**config.mk**
```make
export PLATFORM = sky130hd
export DESIGN_NAME = sync_fifo_flags_flat
export DESIGN_NICKNAME = d
export VERILOG_FILES = /design/src/rtl/sync_fifo_flags_if.sv /design/src/rtl/sync_fifo_flags.sv /design/src/flat_wrapper.sv
export SDC_FILE = /design/constraint.sdc
export NUM_CORES = 1
export LEC_CHECK = 0
export ABC_AREA = 1
export BUFFER_PORTS_ARGS = -buffer_cell sky130_fd_sc_hd__buf_2
export CAP_MARGIN = 20
export CELL_PAD_IN_SITES_DETAIL_PLACEMENT = 1
export CELL_PAD_IN_SITES_GLOBAL_PLACEMENT = 1
export CORE_MARGIN = 4
export CORE_UTILIZATION = 44
export CTS_CLUSTER_DIAMETER = 120
export DETAILED_ROUTE_END_ITERATION = 8
export PLACE_DENSITY_LB_ADDON = 0.1
export SYNTH_ARGS = -nofsm -noshare
export SYNTH_HDL_FRONTEND = slang
export SYNTH_SLANG_ARGS = --single-unit
```
**constraint.sdc**
```tcl
create_clock -name clk -period 2 [get_ports clk]
set_input_delay 0.1 -clock clk [delete_from_list [all_inputs] [get_ports clk]]
set_output_delay 0.1 -clock clk [all_outputs]
set_load 0.005 [all_outputs]
```
**src/rtl/sync_fifo_flags_if.sv**
```systemverilog
// sync_fifo_flags_if: data, request and status bundle for sync_fifo_flags.
// master = producer/consumer side, slave = the FIFO itself.
interface sync_fifo_flags_if #(
    parameter int DSIZE = 8,
    parameter int ASIZE = 4
);
    logic [DSIZE-1:0] wdata;
    logic             winc;
    logic             rinc;
    logic             clr_err;
    logic [DSIZE-1:0] rdata;
    logic             wfull;
    logic             rempty;
    logic             almost_full;
    logic             almost_empty;
    logic [ASIZE:0]   count;
    logic             overflow;
    logic             underflow;

    modport master (
        output wdata, winc, rinc, clr_err,
        input  rdata, wfull, rempty, almost_full, almost_empty,
               count, overflow, underflow
    );

    modport slave (
        input  wdata, winc, rinc, clr_err,
        output rdata, wfull, rempty, almost_full, almost_empty,
               count, overflow, underflow
    );
endinterface

```
**src/rtl/sync_fifo_flags.sv**
```systemverilog
// sync_fifo_flags: single-clock FIFO with occupancy count, almost-full /
// almost-empty thresholds and sticky overflow/underflow flags.
// Define SYNC_FIFO_FWFT_EN for first-word-fall-through reads; otherwise
// rdata is registered and updated on each accepted read.
module sync_fifo_flags #(
    parameter int DSIZE      = 8,
    parameter int ASIZE      = 4,
    parameter int AFULL_LVL  = 14,
    parameter int AEMPTY_LVL = 2
) (
    input  logic              clk,
    input  logic              rst,
    sync_fifo_flags_if.slave  bus
);
    localparam int             DEPTH      = 1 << ASIZE;
    localparam logic [ASIZE:0] DEPTH_CNT  = (ASIZE+1)'(DEPTH);
    localparam logic [ASIZE:0] AFULL_CNT  = (ASIZE+1)'(AFULL_LVL);
    localparam logic [ASIZE:0] AEMPTY_CNT = (ASIZE+1)'(AEMPTY_LVL);

    logic [DSIZE-1:0] mem [DEPTH];
    logic [ASIZE-1:0] wptr;
    logic [ASIZE-1:0] rptr;
    logic [ASIZE:0]   cnt;
    logic             overflow_q;
    logic             underflow_q;
    logic             wfull;
    logic             rempty;
    logic             do_write;
    logic             do_read;

    // Flags come straight from the registered count; requests are qualified
    // against those pre-edge flags.
    assign wfull    = (cnt == DEPTH_CNT);
    assign rempty   = (cnt == '0);
    assign do_write = bus.winc && !wfull;
    assign do_read  = bus.rinc && !rempty;

    // Storage array: accepted writes only.
    // NOTE: the array has no reset; rst only discards it by clearing the
    // pointers and count, so it maps onto plain registers or RAM.
    always_ff @(posedge clk) begin
        if (!rst && do_write) begin
            mem[wptr] <= bus.wdata;
        end
    end

    // Pointers and occupancy count.
    // NOTE: sequential state uses non-blocking assignments so every register
    // sees pre-edge values regardless of process order.
    always_ff @(posedge clk) begin
        if (rst) begin
            wptr <= '0;
            rptr <= '0;
            cnt  <= '0;
        end else begin
            if (do_write) wptr <= wptr + 1'b1;
            if (do_read)  rptr <= rptr + 1'b1;
            case ({do_write, do_read})
                2'b10:   cnt <= cnt + 1'b1;
                2'b01:   cnt <= cnt - 1'b1;
                default: cnt <= cnt;
            endcase
        end
    end

    // Sticky error flags; a set condition on the clearing edge wins.
    always_ff @(posedge clk) begin
        if (rst) begin
            overflow_q  <= 1'b0;
            underflow_q <= 1'b0;
        end else begin
            if (bus.winc && wfull)  overflow_q <= 1'b1;
            else if (bus.clr_err)   overflow_q <= 1'b0;
            if (bus.rinc && rempty) underflow_q <= 1'b1;
            else if (bus.clr_err)   underflow_q <= 1'b0;
        end
    end

`ifdef SYNC_FIFO_FWFT_EN
    // Head word shown combinationally; zero while nothing is stored.
    assign bus.rdata = rempty ? '0 : mem[rptr];
`else
    logic [DSIZE-1:0] rdata_q;

    // Registered read: load the head word on each accepted read, else hold.
    always_ff @(posedge clk) begin
        if (rst) begin
            rdata_q <= '0;
        end else if (do_read) begin
            rdata_q <= mem[rptr];
        end
    end

    assign bus.rdata = rdata_q;
`endif

    assign bus.wfull        = wfull;
    assign bus.rempty       = rempty;
    assign bus.almost_full  = (cnt >= AFULL_CNT);
    assign bus.almost_empty = (cnt <= AEMPTY_CNT);
    assign bus.count        = cnt;
    assign bus.overflow     = overflow_q;
    assign bus.underflow    = underflow_q;
endmodule

```
**src/flat_wrapper.sv**
```systemverilog
// flat-port wrapper written by rule: the top's interface ports become plain ports
module sync_fifo_flags_flat 
#(
    parameter int DSIZE      = 8,
    parameter int ASIZE      = 4,
    parameter int AFULL_LVL  = 14,
    parameter int AEMPTY_LVL = 2
)
  (clk, rst, bus_wdata, bus_winc, bus_rinc, bus_clr_err, bus_rdata, bus_wfull, bus_rempty, bus_almost_full, bus_almost_empty, bus_count, bus_overflow, bus_underflow);
  sync_fifo_flags_if #(.DSIZE(DSIZE), .ASIZE(ASIZE)) bus_i ();
  input  logic clk;
  input  logic rst;
  input wire logic [$bits(bus_i.wdata)-1:0] bus_wdata;
  input wire logic [$bits(bus_i.winc)-1:0] bus_winc;
  input wire logic [$bits(bus_i.rinc)-1:0] bus_rinc;
  input wire logic [$bits(bus_i.clr_err)-1:0] bus_clr_err;
  output wire logic [$bits(bus_i.rdata)-1:0] bus_rdata;
  output wire logic [$bits(bus_i.wfull)-1:0] bus_wfull;
  output wire logic [$bits(bus_i.rempty)-1:0] bus_rempty;
  output wire logic [$bits(bus_i.almost_full)-1:0] bus_almost_full;
  output wire logic [$bits(bus_i.almost_empty)-1:0] bus_almost_empty;
  output wire logic [$bits(bus_i.count)-1:0] bus_count;
  output wire logic [$bits(bus_i.overflow)-1:0] bus_overflow;
  output wire logic [$bits(bus_i.underflow)-1:0] bus_underflow;
  assign bus_i.wdata = bus_wdata;
  assign bus_i.winc = bus_winc;
  assign bus_i.rinc = bus_rinc;
  assign bus_i.clr_err = bus_clr_err;
  assign bus_rdata = bus_i.rdata;
  assign bus_wfull = bus_i.wfull;
  assign bus_rempty = bus_i.rempty;
  assign bus_almost_full = bus_i.almost_full;
  assign bus_almost_empty = bus_i.almost_empty;
  assign bus_count = bus_i.count;
  assign bus_overflow = bus_i.overflow;
  assign bus_underflow = bus_i.underflow;
  sync_fifo_flags #(.DSIZE(DSIZE), .ASIZE(ASIZE), .AFULL_LVL(AFULL_LVL), .AEMPTY_LVL(AEMPTY_LVL)) u_core (.clk(clk), .rst(rst), .bus(bus_i));
endmodule
```
; Yosys cells after proc, flatten, opt, wreduce, memory -nomap -nowiden
; Memory sizes are Yosys's and may differ from the RTL's. A register that Yosys moved wholly into a read port is not among the register bits.
; Cells that the tools add are included.
[op_classes]
addsub = 4
n_lt_le_gt_ge = 2
eq_ne = 3
muxes = 6
reduce_logical = 12
[ops]
columns = op, n
row1 = one-hot mux 5 bit (2 select lines), 1
row2 = "adder 4 x 1 -> 4 bit, second input constant", 2
row3 = nonzero test 2 bit, 3
row4 = "adder 5 x 1 -> 5 bit, second input constant", 1
row5 = "== test 5 bit, second input constant", 1
row6 = ">= comparator 5 x 4 -> 1 bit, second input constant", 1
row7 = "<= comparator 5 x 2 -> 1 bit, second input constant", 1
row8 = logical AND 1 bit, 5
row9 = logical NOT 5 bit, 1
row10 = 2-to-1 mux 1 bit, 5
row11 = "subtractor 5 x 1 -> 5 bit, second input constant", 1
row12 = logical NOT 1 bit, 3
row13 = "== test 2 x 1 -> 1 bit, second input constant", 1
row14 = "== test 2 bit, second input constant", 1
[totals]
regBits = 15
mem_bits_rw = 128
out_inout_bits = 19
word_cells = 33
n_memories = 1
[memory_table]
columns = memory, depth, word_bits, read_ports, rd_ports_with_merged_regs, write_ports, line_no
row1 = u_core.mem, 16, 8, 1, 1, 1, sync_fifo_flags.sv:20  ; logic [DSIZE-1:0] mem [DEPTH];

; Longest topological paths before layout
; Gate-level depths: netlist (run 1).
[logic_depth]
depth_word = 6
depth_mapped = 17

; Worst setup path before layout (run 1)
; No wires, ideal clock.
[synth_timing]
kind = register to register
start = register u_core.cnt[1], in the netlist u_core.bus.count[1]
end = register u_core.cnt[4], in the netlist u_core.bus.count[4]
setup_ps = 109
arrival_ps = 1969
required_ps = 1891
slack_ps = -78
stages_incl_launch_ff = 18
path_buffers = 2
cell_sequence = dfxtp_1 -> buf_6 -> nor2_2 -> nand3_2 -> nand2_2 -> inv_2 -> buf_2 -> ha_1 -> xor2_1 -> ha_1 -> inv_1 -> nand2_2 -> nand2_1 -> nand2_1 -> nand2_1 -> nand3_1 -> nand2_1 -> inv_1
[synth_via]
elab_chain_cells = 5
[synth_rtl]
columns = element, line_no
row1 = start: declaration, sync_fifo_flags.sv:23  ; logic [ASIZE:0] cnt;
row2 = start signal: assignment, sync_fifo_flags.sv:59  ; 2'b10: cnt <= cnt + 1'b1;
row3 = start signal: assignment, sync_fifo_flags.sv:60  ; 2'b01: cnt <= cnt - 1'b1;
row4 = start signal: assignment, sync_fifo_flags.sv:61  ; default: cnt <= cnt;
row5 = == test 5 bit or logical NOT 5 bit (tied branches), "sync_fifo_flags.sv:33, sync_fifo_flags.sv:34"
row6 = logical NOT 1 bit (on tied branches), "sync_fifo_flags.sv:35, sync_fifo_flags.sv:36"
row7 = logical AND 1 bit (on tied branches), "sync_fifo_flags.sv:35, sync_fifo_flags.sv:36"
row8 = == test 2 x 1 -> 1 bit or == test 2 bit (tied branches), sync_fifo_flags.sv:58  ; case ({do_write, do_read})
row9 = one-hot mux 5 bit (2 select lines) or nonzero test 2 bit (tied branches), --
; Parallel ways exist; a longest one is shown, timed or not.
; A chain may end at the register's enable or synchronous reset.

; Final worst setup path (run 1)
[layout_timing]
start = register u_core.cnt[3], in the netlist u_core.bus.count[3]
end = register u_core.cnt[3], in the netlist u_core.bus.count[3]
; Same word-level chain as after synthesis.

==> results of run 1 <==
-- placed cells by master, fill, tap and decap left out --
master           n
nor2_1         110
nand2_4          2
dlygate4sd3_1    4
o211ai_1         8
edfxtp_1       128
inv_6            1
nor2_4           2
inv_1           26
buf_4           30
nand4_1          3
dfxtp_2          3
o21ai_1         37
buf_12           2
nand3_2          2
nand3_1         29
clkinv_2         4
buf_2           31
o22ai_1          8
ha_1             7
o21ai_0         35
nand2_2          1
nand3_4          1
nand2_1         28
a21oi_1          9
clkinvlp_4       4
o221ai_1        24
ha_4             1
xor2_1           6
dfxtp_1         20
inv_2            5
clkinv_1         3
bufinv_16        4
clkbuf_16       17
-- power by group through the flow --
stage               Sequential, uW  Clock, uW  Combinational [uW]
CTS                           3680       3370                2590
detailed placement            3750          0                2540
finish                        3700       3300                2610
floorplan                     3790          0                1570
global placement              3740          0                2470
global route                  3720       3500                2910
-- per-layer routing --
layer  part of all wire  vias up  wire (um)  track usage
met5                  0        -          0            0
met4              0.011        0        172      0.05994
met3              0.040       16        637      0.04421
met2               0.51       73       8049       0.3509
met1               0.44     2123       7044       0.2676
li1                   -     2003          -            -
-- how the worst max path moves through the flow --
stage,start,to,slack (ps),cells after the start
6_report,u_core.bus.count[3],u_core.bus.count[3],120,11
2_1_floorplan,u_core.bus.count[1],u_core.bus.count[4],10,17
5_1_grt,u_core.bus.count[3],u_core.bus.count[3],3,11
3_5_place_dp,u_core.bus.count[2],u_core.bus.count[3],70,11
3_3_place_gp,u_core.bus.count[2],u_core.bus.count[4],200,15
4_1_cts,u_core.bus.count[2],u_core.bus.count[3],50,11
-- what timing repair did --
action | in CTS | in global routing
endpoints found under the hold margin | 3 | 0
resized for setup | 0 | 6
hold buffers | 4 | 0
setup endpoints to repair | 0 | 3
-- cell type report --
class	instances	area share
clock buffer	17	0.05759
multi-input combinational	313	0.2249
inverter	33	0.01677
tap	180	0.03049
clock inverter	14	0.02473
sequential	151	0.5832
timing repair buffer	67	0.06233
-- cell families (layout without fill, tap and decap cells) --
kind of cell	after synthesis	in the layout
xor gates and xnor gates	6	6
adders and majority gates	8	8
buffers and inverters	63	131
DFF	151	151
AOI/OAI and AO/OA	121	121
and+or+nand+nor	178	178
-- registers in the layout, indices dropped and copies added (netlist names) --
register / cells
u_core.bus.count: 5
u_core.bus.overflow: 1
u_core.bus.rdata: 8
u_core.bus.underflow: 1
u_core.mem: 128
u_core.rptr: 4
u_core.wptr: 4
-- critical path, cell delays in order (launching register included) --
cell and delay [ps]:
dfxtp_2 330, nor2_4 160, nand3_4 100, nand2_4 80
inv_2 50, ha_4 180, xor2_1 340, nand4_1 150
nand3_1 120, nor2_1 50, o21ai_1 160, inv_1 50
-- through the flow --
step	cell area (um2)	std cells	hold slack, ps	utilization	setup WS [ps]
finish	7387	775	67.02	0.5343	122.4
global route	7387	775	73.30	0.5343	3.165
CTS	7362	775	46.61	0.5324	45.12
detailed placement	6714	740	382.4	0.4856	67.13
global placement	6714	740	369.4	0.4856	197.2
floorplan	6215	527	198.9	-	13.98
==> results.toml, run 1 <==
[yosys]
async_reset_ff_frac = 0
synth-edff-count = 128
yosysSeqAreaShare = 0.6940
synth_mux_area_frac = 0
yosys-top-cells-area = "edfxtp_1 (62%), dfxtp_1 (7.4%), nor2_1 (6.7%)"
yosys_warnings = 0
syn-instance-count = 527
synth_top_cell_by_area = "edfxtp_1"
synth-xor-area-share = 0.008473
synth_fa_ha_area_frac = 0.01614
synth_seq_cells = 151
synth-simple-area-share = 0.1206
syn-mean-instance-area_um2 = 11.77
syn-num-nets = 548
syn_area_um2 = 6202
yosysUniqueCellTypes = 25
synth.top_cell.area_share = 0.6197
synth_compound_area_frac = 0.1170
synth_common_cells = "edfxtp_1 (128), nor2_1 (110), o21ai_1 (37)"
yosys_most_used_dff = "edfxtp_1"
synth_top_family_by_area = "simple AND/OR/NAND/NOR gates"
synthMostInstantiatedCell = "edfxtp_1"

[timing]
final.setup.tns_ps = 0
clock.fmax_mhz = 532.6
hold_viol_final = 0
rsz0062_at_grt = "no"
finClkSkew_ps = 12.13
final_max_slew_viol_count = 0
worst_pin_slew_ps = 569.3
period_share = 0.9388
slew-limit-headroom = 0.6199
setup_viol = 0
min_period_ps = 1878

[route]
vias = 4215
post-route-drc-count = 0
drt-initial-drc-count = 224
avgRoutedWirePerCell_um = 20.52
post_drt_via_cell_ratio = 5.439
routed_wl_um = 15900
drtPass1Iterations = 4
drtAntennaViolNets = 0

[floorplan]
core_um2 = 13830
die_height_um = 126.7
die_x_um = 126.7
io_pins = 32
rows = 43
die_area_um2 = 16060
start_util = 0.4486

[clock_tree]
clockRootBuffer = "clkbuf_16"
clk_latency_ps = 420
cts_buffers = 17
clock_path_buffers = 2
cts.sinks = 151
htreeDepth = 4
cts_tree = "yes"
clk_pin_slew_worst_paths_ps = 60
cts_setup_buffers = 0

[setup_path]
crit_fanout = 4
ff2ff_path_depth = 11
critPathKind = "reg -> reg"
crit_path_end_kind = "flip-flop"
rrSetupSlack_ps = 120
rr_endpoint = "u_core.bus.count[3]"
rr_startpoint = "u_core.bus.count[3]"
critPathRequiredTime_ps = 2310
cp-start-kind = "flip-flop"
crit_arrival_ps = 2190

[finish]
fillers = 1465
multi_input_area_um2 = 1662
area_delta_synth_final_pct = 19.10
nets = 604
diodes = 0
area.sequential_um2 = 4308
drive_above_1_share = 0.1849

[pwr]
p_leak_uw = 0.002708
power_frac_seq = 0.385
power_density_nw_per_um2 = 1300
switching_share = 0.3158
irDropWorstVdd_uv = 732.3
switching_power_uw = 3033
power.total_uw = 9605
pwr-share-clk = 0.343
internal-power_uw = 6572
combPwrFrac = 0.271

[global_routing]
grt_pass1_vias = 4341
antenna_found_initial = 0
grt_max_degree = 67
grt_pass1_wl_um = 24660
grt_remaining_overflow = 0
grtUsageTotal = 0.2064

[status]
outcome = "complete, no violations"

[hold_path]
min_path_cells = 1
holdPathEnd = "u_core.mem[4][0]"
hold_path_class = "in -> reg"
hp-start = "bus_wdata[0]"

[place]
place_hpwl_um = 10060
portBuffers = 31
gp_congestion = 0.7660

[flow_run]
drv_cap = 0
(Power assumes the default switching activity.)
==> run 2: changes to the inputs <==
--- a/config.mk
+++ b/config.mk
@@ -15,6 +15,7 @@
 export CTS_CLUSTER_DIAMETER = 120
 export DETAILED_ROUTE_END_ITERATION = 8
 export PLACE_DENSITY_LB_ADDON = 0.1
+export REMOVE_ABC_BUFFERS = 1
 export SYNTH_ARGS = -nofsm -noshare
 export SYNTH_HDL_FRONTEND = slang
 export SYNTH_SLANG_ARGS = --single-unit
==> results.toml, run 2 (synthesis gave the netlist of run 1 again) <==
[status]
outcome = "complete, no violations"

[pwr]
combPwrFrac = 0.278
power_frac_seq = 0.389
switching_power_uw = 3042
pwr-share-clk = 0.334
internal-power_uw = 6492
power.total_uw = 9534
p_leak_uw = 0.002733
irDropWorstVdd_uv = 598.9
power_density_nw_per_um2 = 1282
switching_share = 0.3191

[route]
drtPass1Iterations = 4
dr.max_layer_used = "met4"
post-route-drc-count = 0
wl_met1_um = 7281
drt-initial-drc-count = 303
vias = 4299
avgRoutedWirePerCell_um = 21.04
met3_wirelength_um = 487
wl_met2_um = 8337
drtAntennaViolNets = 0
post_drt_via_cell_ratio = 5.497
routed_wl_um = 16460

[place]
post-place-cells = 746
gp_congestion = 0.7768
portBuffers = 31
place_hpwl_um = 10640
place_area_um2 = 6759
pre_cts_slack_ps = -30.04

[global_routing]
grt_pass1_wl_um = 26270
antenna_found_initial = 0
grt_remaining_overflow = 0
grt_pass1_vias = 4691
grtUsageTotal = 0.2166
grt_max_degree = 51

[setup_path]
critPathKind = "reg -> reg"
crit_path_end_kind = "flip-flop"
crit_slowest_cell = "dfxtp_1"
critPathRequiredTime_ps = 2330
cp-start-kind = "flip-flop"
crit_fanout = 4
path_cells = "nor2_4 > nand3_4 > nand2_4 > inv_2 > ha_4 > ha_1 > inv_1 > nor2_1 > nand2_1 > nand3_1 > nand3_1 > nand2_1 > inv_1"
worstSetupPathDepth = 13
crit_arrival_ps = 2180
ff2ff_path_depth = 13
slowest_delay_ps = 340
cp_top_family = "simple AND/OR/NAND/NOR gates"
cp.buffers_inverters = 3

[finish]
area_delta_synth_final_pct = 19.93
area.sequential_um2 = 4305
largest_register_ff_count = 128
multi_input_area_um2 = 1677
final_common_cell = "edfxtp_1"
final_area_um2 = 7438
diodes = 0
drive_above_1_share = 0.1894
final_cells = 782
fillers = 1450
top_register = "u_core.mem"
final_core_util = 0.5380
nets = 610
final_cell_mix = "edfxtp_1 (128), nor2_1 (110), o21ai_1 (37)"

[timing]
setup_viol = 0
setup_slack_ps = 147.9
hold_viol_final = 0
min_period_ps = 1852
worst_pin_slew_ps = 420.7
period_share = 0.9260
clock.fmax_mhz = 539.9
finClkSkew_ps = 9.165
final_max_slew_viol_count = 0
slew-limit-headroom = 0.7178

[flow_run]
drv_cap = 0

[clock_tree]
clk_pin_slew_worst_paths_ps = 60
cts.sinks = 151
htreeDepth = 4
clockRootBuffer = "clkbuf_16"
cts_tree = "yes"
clock_path_buffers = 2
clk_latency_ps = 430
cts_buffers = 17

[floorplan]
die_height_um = 126.7
core_um2 = 13830
io_pins = 32
die_area_um2 = 16060
die_x_um = 126.7
rows = 43
start_util = 0.4486

[hold_path]
hold_path_class = "in -> reg"
min_path_cells = 1
run 2: worst paths after layout:
kind / from / end / slack, ps
setup / recovery: u_core.bus.count[2] / u_core.bus.count[4] / 150
hold / removal: bus_wdata[6] / u_core.mem[12][6] / 80
setup reg to reg: u_core.bus.count[2] / u_core.bus.count[4] / 150
hold reg to reg: u_core.bus.overflow / u_core.bus.overflow / 460
run 2: power groups by stage:
stage                     sequential, uW  combinational [uW]  clock (uW)
final                               3700                2650        3180
after detailed placement            3760                2550           0
after CTS                           3690                2590        3240
after global routing                3730                2980        3380
after global placement              3750                2430           0
after floorplan                     3910                1280           0
run 2: worst reg2reg max path, stage by stage (launching register included):
cell and delay (ps):
dfxtp_1 340, nor2_4 180, nand3_4 100, nand2_4 90, inv_2 50, ha_4 190, ha_1 290, inv_1 60
nor2_1 120, nand2_1 80, nand3_1 80, nand3_1 80, nand2_1 60, inv_1 30
run 2: what timing repair did:
action                                  4_1_cts  5_1_grt
buffers inserted                              0        0
resized for setup                             2        6
hold endpoints to repair                      3        0
endpoints found under the setup margin        2        3
pin swaps                                     0        1
hold buffers                                  4        0
run 2: final cells by class:
| cell class | instances | share of cell area |
|---|---|---|
| clock buffer | 19 | 0.05820 |
| clock inverter | 13 | 0.02103 |
| inverter | 33 | 0.01665 |
| multi-input combinational | 313 | 0.2254 |
| sequential | 151 | 0.5788 |
| tap | 180 | 0.03028 |
| timing repair buffer | 73 | 0.06964 |
run 2: routing by layer:
layer / GRT usage / up-vias
li1: - / 2023
met1: 0.2838 / 2187
met2: 0.3633 / 68
met3: 0.03916 / 21
met4: 0.07697 / 0
met5: 0 / -
run 2: per-stage QoR:
stage	TNS, ps	hold slack [ps]
after floorplan	-7222	169.1
after global placement	0	369.0
after detailed placement	-36.52	376.3
after CTS	0	57.18
after global routing	-18.39	85.30
final	0	76.71
==> run 3: changes to the inputs <==
--- a/config.mk
+++ b/config.mk
@@ -14,7 +14,7 @@
 export CORE_UTILIZATION = 44
 export CTS_CLUSTER_DIAMETER = 120
 export DETAILED_ROUTE_END_ITERATION = 8
-export PLACE_DENSITY_LB_ADDON = 0.1
+export PLACE_DENSITY_LB_ADDON = 0.12
 export REMOVE_ABC_BUFFERS = 1
 export SYNTH_ARGS = -nofsm -noshare
 export SYNTH_HDL_FRONTEND = slang
==> results.toml, run 3 (synthesis gave the netlist of run 1 again) <==
[status]
outcome = "complete, no violations"

[floorplan]
rows = 43
start_util = 0.4486
die_area_um2 = 16060
die_x_um = 126.7
io_pins = 32
die_height_um = 126.7
core_um2 = 13830

[pwr]
power.total_uw = 9500
irDropWorstVdd_uv = 751.8
p_leak_uw = 0.002745
power_density_nw_per_um2 = 1275

[timing]
finClkSkew_ps = 7.757
final_max_slew_viol_count = 0
timing.hold.ws_ps = 76.41
period_share = 0.9289
min_period_ps = 1858
slew-limit-headroom = 0.7008
hold_viol_final = 0
setup_slack_ps = 142.2
clock.fmax_mhz = 538.3
worst_pin_slew_ps = 446.1
setup_viol = 0

[global_routing]
grt_pass1_wl_um = 25670
grt_remaining_overflow = 0
grt_max_degree = 51
grtUsageTotal = 0.2138
grt_pass1_vias = 4628
antenna_found_initial = 0

[flow_run]
drv_cap = 0

[setup_path]
ff2ff_path_depth = 15
crit_arrival_ps = 2180
critPathKind = "reg -> reg"
critPathRequiredTime_ps = 2330
crit_path_end_kind = "flip-flop"
startpoint = "u_core.bus.count[3]"
rr_startpoint = "u_core.bus.count[3]"
cp-endpoint = "u_core.bus.count[4]"
crit_fanout = 4
cp-start-kind = "flip-flop"
rrSetupSlack_ps = 140
rr_endpoint = "u_core.bus.count[4]"

[finish]
drive_above_1_share = 0.1884
area_delta_synth_final_pct = 20.09
final_common_cell = "edfxtp_1"
largest_register_ff_count = 128
diodes = 0
nets = 613
final_cell_mix = "edfxtp_1 (128), nor2_1 (110), buf_4 (38)"
final_area_um2 = 7448
top_register = "u_core.mem"

[route]
routed_wl_um = 16370
drtAntennaViolNets = 0
drtPass1Iterations = 4
avgRoutedWirePerCell_um = 20.86
vias = 4299
drt-initial-drc-count = 288
post-route-drc-count = 0
post_drt_via_cell_ratio = 5.476

[place]
pre_cts_slack_ps = -18.39
gp_congestion = 0.8108
place_area_um2 = 6782
place_hpwl_um = 10520
portBuffers = 31

[clock_tree]
clk_pin_slew_worst_paths_ps = 60
clockRootBuffer = "clkbuf_16"
clock_path_buffers = 2
clk_latency_ps = 430
cts_buffers = 17
htreeDepth = 4
cts.sinks = 151
cts_tree = "yes"

[hold_path]
hold_path_class = "in -> reg"
## run 3: timing repair
item | in CTS | in global routing
gates resized for setup | 1 | 6
endpoints found under the setup margin | 3 | 3
endpoints found under the hold margin | 3 | 0
pin swaps | 0 | 3
buffers inserted | 0 | 0
hold buffers | 4 | 0
## run 3: final cells by class
| class | instances | area (um2) |
|---|---|---|
| repair buffers | 76 | 540.5 |
| flip-flops and latches | 151 | 4305 |
| multi-input cells | 313 | 1669 |
| clock inverters | 9 | 126.4 |
| well taps | 180 | 225.2 |
| inverters | 33 | 123.9 |
| clock buffers | 23 | 457.9 |
| fillers | 1438 | 6379 |
## run 3: power by group
group,switching [uW],leakage [uW],internal [uW],total (uW)
clock network,1200,0.000275,1980,3180
registers,123,0.00134,3590,3720
logic,1650,0.00113,946,2600
total,2980,0.00274,6520,9500
## run 3: worst min-delay path by stage
stage / start / endpoint / depth (start not counted)
CTS: bus_wdata[7] / u_core.mem[13][7] / 1
global placement: bus_clr_err / u_core.bus.underflow / 4
global route: bus_wdata[5] / u_core.mem[15][5] / 1
floorplan: rst / u_core.bus.overflow / 1
finish: bus_wdata[7] / u_core.mem[13][7] / 1
detailed placement: bus_rinc / u_core.bus.underflow / 3
## run 3: through the flow
step	util	instances	TNS, ps
finish	0.5387	785	0
global route	0.5387	785	-34.63
CTS	0.5358	785	0
detailed placement	0.4905	749	-18.39
global placement	0.4905	749	0
floorplan	-	497	-7222
## run 3: critical path: stages, from the launching register on
cell and delay [ps]:
dfxtp_1 330, nor2_4 180, nand3_4 110, nand2_4 90, inv_2 50, ha_4 180
xor2_1 160, ha_1 180, inv_1 60, nand2_2 60, nand2_1 70, nand2_1 60
nand2_1 50, nand3_1 60, nand2_1 60, inv_1 40
## run 3: per-layer routing
| metal | up-vias | wire (um) | track usage |
|---|---|---|---|
| met5 | - | 0 | 0 |
| met4 | 0 | 223 | 0.07823 |
| met3 | 19 | 514 | 0.04295 |
| met2 | 64 | 8335 | 0.3580 |
| met1 | 2194 | 7302 | 0.2769 |
| li1 | 2022 | - | - |
